===== config.mk =====
export PLATFORM = sky130hd
export DESIGN_NAME = block_row_drawer
export DESIGN_NICKNAME = d
export VERILOG_FILES = /design/src/rtl/block_row_drawer.sv
export SDC_FILE = /design/constraint.sdc
export NUM_CORES = 1
export LEC_CHECK = 0
export ABC_AREA = 1
export CORE_ASPECT_RATIO = 1.75
export CORE_MARGIN = 2
export CORE_UTILIZATION = 56
export CTS_CLUSTER_DIAMETER = 50
export DETAILED_ROUTE_END_ITERATION = 16
export GPL_ROUTABILITY_DRIVEN = 0
export PLACE_DENSITY_LB_ADDON = 0.05
export SLEW_MARGIN = 30
export SYNTH_ARGS = -nofsm -noshare
export SYNTH_HDL_FRONTEND = slang
export SYNTH_SLANG_ARGS = --single-unit

===== constraint.sdc =====
create_clock -name clk -period 3.2 [get_ports clk]
set_input_delay 0.8 -clock clk [delete_from_list [all_inputs] [get_ports clk]]
set_output_delay 0.8 -clock clk [all_outputs]
set_load 0.1 [all_outputs]

===== src/rtl/block_row_drawer.sv =====
// Rasterises a horizontal row of BLOCK_SIZE x BLOCK_SIZE blocks into one VGA pixel write per clock.
// Latency: first pixel one edge after start, done one edge after the last pixel; start is ignored while busy.
module block_row_drawer #(
  parameter int BLOCK_SIZE = 4,
  parameter int MAX_BLOCKS = 8,
  parameter int SCREEN_W   = 160,
  parameter int SCREEN_H   = 120
) (
  input  logic       clk,
  input  logic       reset,
  input  logic       start,
  input  logic [7:0] x_in,
  input  logic [6:0] y_in,
  input  logic [2:0] colour_in,
  input  logic [3:0] num_blocks,
  output logic [7:0] vga_x,
  output logic [6:0] vga_y,
  output logic [2:0] vga_colour,
  output logic       plot,
  output logic       busy,
  output logic       done
);

  localparam int PX_RAW = $clog2(MAX_BLOCKS * BLOCK_SIZE);
  localparam int PY_RAW = $clog2(BLOCK_SIZE);
  localparam int PXW    = (PX_RAW < 1) ? 1 : PX_RAW;
  localparam int PYW    = (PY_RAW < 1) ? 1 : PY_RAW;
  localparam logic [PYW-1:0] PY_LAST = PYW'(BLOCK_SIZE - 1);

  typedef enum logic [1:0] {
    IDLE   = 2'd0,
    DRAW   = 2'd1,
    FINISH = 2'd2
  } state_t;

  state_t         state;
  logic [7:0]     x0;
  logic [6:0]     y0;
  logic [2:0]     colour;
  logic [PXW-1:0] px;
  logic [PYW-1:0] py;
  logic [PXW-1:0] px_last;

  logic [3:0]     n_clamped;
  logic [PXW:0]   span;
  logic [8:0]     x_sum;
  logic [7:0]     y_sum;
  logic           on_screen;

  always_comb begin
    n_clamped = (num_blocks > 4'(MAX_BLOCKS)) ? 4'(MAX_BLOCKS) : num_blocks;
    span      = (PXW+1)'(n_clamped) * (PXW+1)'(BLOCK_SIZE);
    // Full-width sums so coordinates past the right/bottom edge clip instead of wrapping.
    x_sum     = {1'b0, x0} + 9'(px);
    y_sum     = {1'b0, y0} + 8'(py);
    on_screen = (x_sum < 9'(SCREEN_W)) && (y_sum < 8'(SCREEN_H));
  end

  always_ff @(posedge clk) begin
    if (reset) begin
      state      <= IDLE;
      x0         <= '0;
      y0         <= '0;
      colour     <= '0;
      px         <= '0;
      py         <= '0;
      px_last    <= '0;
      vga_x      <= '0;
      vga_y      <= '0;
      vga_colour <= '0;
      plot       <= 1'b0;
      busy       <= 1'b0;
      done       <= 1'b0;
    end else begin
      case (state)
        IDLE: begin
          plot <= 1'b0;
          done <= 1'b0;
          if (start) begin
            x0      <= x_in;
            y0      <= y_in;
            colour  <= colour_in;
            px      <= '0;
            py      <= '0;
            px_last <= PXW'(span - 1'b1);
            busy    <= 1'b1;
            state   <= (n_clamped == 4'd0) ? FINISH : DRAW;
          end else begin
            busy <= 1'b0;
          end
        end

        DRAW: begin
          vga_colour <= colour;
          plot       <= on_screen;
          // Suppressed pixels leave the last visible coordinate on the bus.
          if (on_screen) begin
            vga_x <= x_sum[7:0];
            vga_y <= y_sum[6:0];
          end
          if (px == px_last) begin
            px <= '0;
            if (py == PY_LAST) begin
              state <= FINISH;
            end else begin
              py <= py + PYW'(1);
            end
          end else begin
            px <= px + PXW'(1);
          end
        end

        FINISH: begin
          plot  <= 1'b0;
          done  <= 1'b1;
          busy  <= 1'b0;
          state <= IDLE;
        end

        default: begin
          plot  <= 1'b0;
          done  <= 1'b0;
          busy  <= 1'b0;
          state <= IDLE;
        end
      endcase
    end
  end

endmodule


==> impl_metrics.env <==
export IMPL_synth_xor_xnor_area_share_pct=3.351
export IMPL_syn_nets=407
export IMPL_finalHoldViolCount=0
export IMPL_diodes=0
export IMPL_syn_cell_area_um2=2614
export IMPL_holdCritPathClass="reg -> reg"
export IMPL_p_sw_uw=824.2
export IMPL_syn_avg_cell_area_um2=7.064
export IMPL_worstSetupEndpointType="flip-flop"
export IMPL_arrival_ns=2.56
export IMPL_grt_max_degree=31
export IMPL_power_leakage_uw=0.001432
export IMPL_worst_r2r_endpoint="plot"
export IMPL_seqPwrFrac_pct=41.0
export IMPL_rsz0062_at_grt="false"
export IMPL_via_per_inst=5.276
export IMPL_ys_seq_area_share_pct=39.83
export IMPL_synth_fa_ha_area_share_pct=6.319
export IMPL_postCtsHoldBufs=0
export IMPL_pin_count=46
export IMPL_syn_inst=370
export IMPL_critPathMaxFanout=29
export IMPL_max_cap_viol_count=0
export IMPL_post_place_ws_ns=0.7832
export IMPL_final_net_count=448
export IMPL_worstReg2RegStart="px[0]"
export IMPL_hold_path_startpoint="done"
export IMPL_ys_warn_count=0
export IMPL_p_clk_share_pct=20.1
export IMPL_clk_latency_ns=0.31
export IMPL_routed_wirelength_mm=5.566
export IMPL_grt_pass1_vias=2346
export IMPL_die_h_um=94.38
export IMPL_die_area_um2=5252
export IMPL_antenna_found_initial=0
export IMPL_wl_per_cell_um=12.02
export IMPL_yosys_register_bits=52
export IMPL_drtIter0Drc=54
export IMPL_setup_viol=0
export IMPL_clkTransAtPathRegs_ns=0.09
export IMPL_port_buffers=45
export IMPL_fin_ws_ns=0.8773
export IMPL_sw_frac_of_total_pct=42.41
export IMPL_cts_htree_levels=2
export IMPL_grt_pass1_wl_mm=9.860
export IMPL_vias=2443
export IMPL_postCtsSetupRepairBufs=0
export IMPL_dr_pass1_iters=6
export IMPL_grt_usage_pct=23.34
export IMPL_peakVddDrop_uv=438.0
export IMPL_drive_gt1_share_pct=10.68
export IMPL_r2r_setup_slack_ns=0.88
export IMPL_synth_cell_types=28
export IMPL_rows=32
export IMPL_area_growth_synth_to_final_pct=19.00
export IMPL_clockBufferDepth=2
export IMPL_worst_slew_pin_slew_ns=0.5286
export IMPL_dpl_hpwl_mm=4.170
export IMPL_async_flop_share_pct=0
export IMPL_period_share_pct=72.58
export IMPL_clock_fmax_mhz=430.5
export IMPL_synthSimpleGateAreaFrac_pct=28.67
export IMPL_fin_tns_setup_ns=0
export IMPL_die_x_um=55.65
export IMPL_cts_tree="built"
export IMPL_cts_resized=0
export IMPL_skew_ns=0.004749
export IMPL_synth_top_family_by_area="simple AND/OR/NAND/NOR gates"
export IMPL_power_density_nw_per_um2=624.7
export IMPL_synth_compound_area_share_pct=13.40
export IMPL_p_int_uw=1119
export IMPL_whs_path_depth=2
export IMPL_cts_made_buffers=5
export IMPL_outcome="finished clean"
export IMPL_synth_area_mux_share_pct=0
export IMPL_relSlewSlack_pct=64.72
export IMPL_ant_nets=0
export IMPL_route_detailed_drc=0
export IMPL_worstPathRequired_ns=3.44
export IMPL_final_max_slew_viol_count=0
export IMPL_clockRootBuffer="clkbuf_8"
export IMPL_min_period_ns=2.323
export IMPL_holdPathEnd="done"
export IMPL_synth_edf_count=0
export IMPL_cp_start_kind="flip-flop"
export IMPL_grt_ovfl_total=0
export IMPL_power_share_combinational_pct=38.9
export IMPL_holdWs_ns=0.4708
export IMPL_rr_worst_depth=12
export IMPL_synthFlopType="dfxtp_1"
export IMPL_clkSinkCount=52
export IMPL_initial_core_util_pct=58.81
export IMPL_path_class="reg -> reg"
export IMPL_fp_coreArea_um2=4444
==> layout make-up <==
type	instances	area, µm²
clock buffers	7	86.33
clock inverters	1	7.507
fillers	402	1334
inverters	35	131.4
multi-input cells	268	1353
flip-flops and latches	52	1041
well taps	51	63.81
repair buffers	49	427.9
==> synthesized netlist by cell type, types with 2 or more instances <==
cell type | count | area [µm²]
nand2_1 | 77 | 289.0
nor2_1 | 55 | 206.5
fa_1 | 2 | 40.04
inv_1 | 33 | 123.9
nand3_1 | 35 | 175.2
buf_4 | 3 | 22.52
o21ai_0 | 27 | 135.1
a21oi_1 | 35 | 175.2
clkbuf_1 | 7 | 26.28
a21oi_2 | 3 | 26.28
nand4_1 | 3 | 18.77
nand2_2 | 3 | 18.77
xor2_1 | 7 | 61.31
inv_2 | 2 | 7.510
buf_2 | 2 | 10.01
xnor2_1 | 3 | 26.28
or2_2 | 2 | 12.51
dfxtp_1 | 52 | 1041
ha_1 | 10 | 125.1
==> layout by cell type (no fill, tap or decap), types with 6 or more instances in the layout <==
cell type / instances
nand2_1: 77
nor2_1: 55
dfxtp_1: 52
nand3_1: 35
a21oi_1: 35
inv_1: 33
o21ai_0: 27
buf_4: 25
clkdlybuf4s50_1: 24
ha_1: 10
xor2_1: 7
clkbuf_8: 6
==> power groups by stage <==
stage                     Combinational, µW  Sequential (µW)  Clock [µW]
after global routing                    821              809         419
after CTS                               759              797         396
after global placement                  747              808           0
after floorplan                         303             1100           0
after detailed placement                756              811           0
final                                   756              796         391
==> per-stage QoR <==
stage	util, %	power, µW	cell area, µm²	cells
after CTS	69.99	1951	3110	463
final	69.99	1943	3110	463
after detailed placement	67.88	1568	3017	455
after global routing	69.99	2050	3110	463
after floorplan	-	1408	2614	370
after global placement	67.88	1554	3017	455
==> state kept, by name, summed over array words and instances (netlist names), 2 cells and up <==
signal      count
vga_x           8
y0              7
px              5
px_last         4
py              2
colour          3
vga_colour      3
state           2
vga_y           7
x0              8
==> metal layers <==
| metal | routed length, µm | global-route usage, % | vias up |
|---|---|---|---|
| li1 | - | - | 1273 |
| met2 | 2931 | 43.55 | 56 |
| met5 | 0 | 0 | - |
| met4 | 184 | 11.99 | 0 |
| met1 | 2272 | 24.94 | 1096 |
| met3 | 178 | 3.699 | 18 |
==> worst max-delay path, stage by stage, from the launching register on <==
cell and delay, ns:
dfxtp_1 0.43, ha_1 0.20, inv_1 0.05, fa_1 0.40, inv_1 0.09, nand2_1 0.08
nand3_1 0.07, nand2_1 0.05, nand2_1 0.09, nand2_1 0.07, nand2_2 0.39, nand2_1 0.17
nor2_1 0.16
==> how the worst max path moves through the flow <==
stage | start | to | slack (ns) | cells past startpoint
CTS | px[0] | plot | 0.85 | 12
global placement | num_blocks[0] | state[0] | 0.84 | 9
detailed placement | num_blocks[0] | state[0] | 0.78 | 9
floorplan | y0[0] | vga_x[4] | 1.31 | 13
global route | px[0] | plot | 0.59 | 12
finish | px[0] | plot | 0.88 | 12
==> cells by family (layout without fill, tap and decap cells) <==
logic type               count (synthesis)  count (layout)
AND/OR/NAND/NOR                        179             179
AO/OA/AOI/OAI                           67              67
flip-flops                              52              52
buffers and inverters                   50              92
adder cells (fa/ha/maj)                 12              12
XOR/XNOR                                10              10
Note: power is estimated with default switching activity, not from simulation.
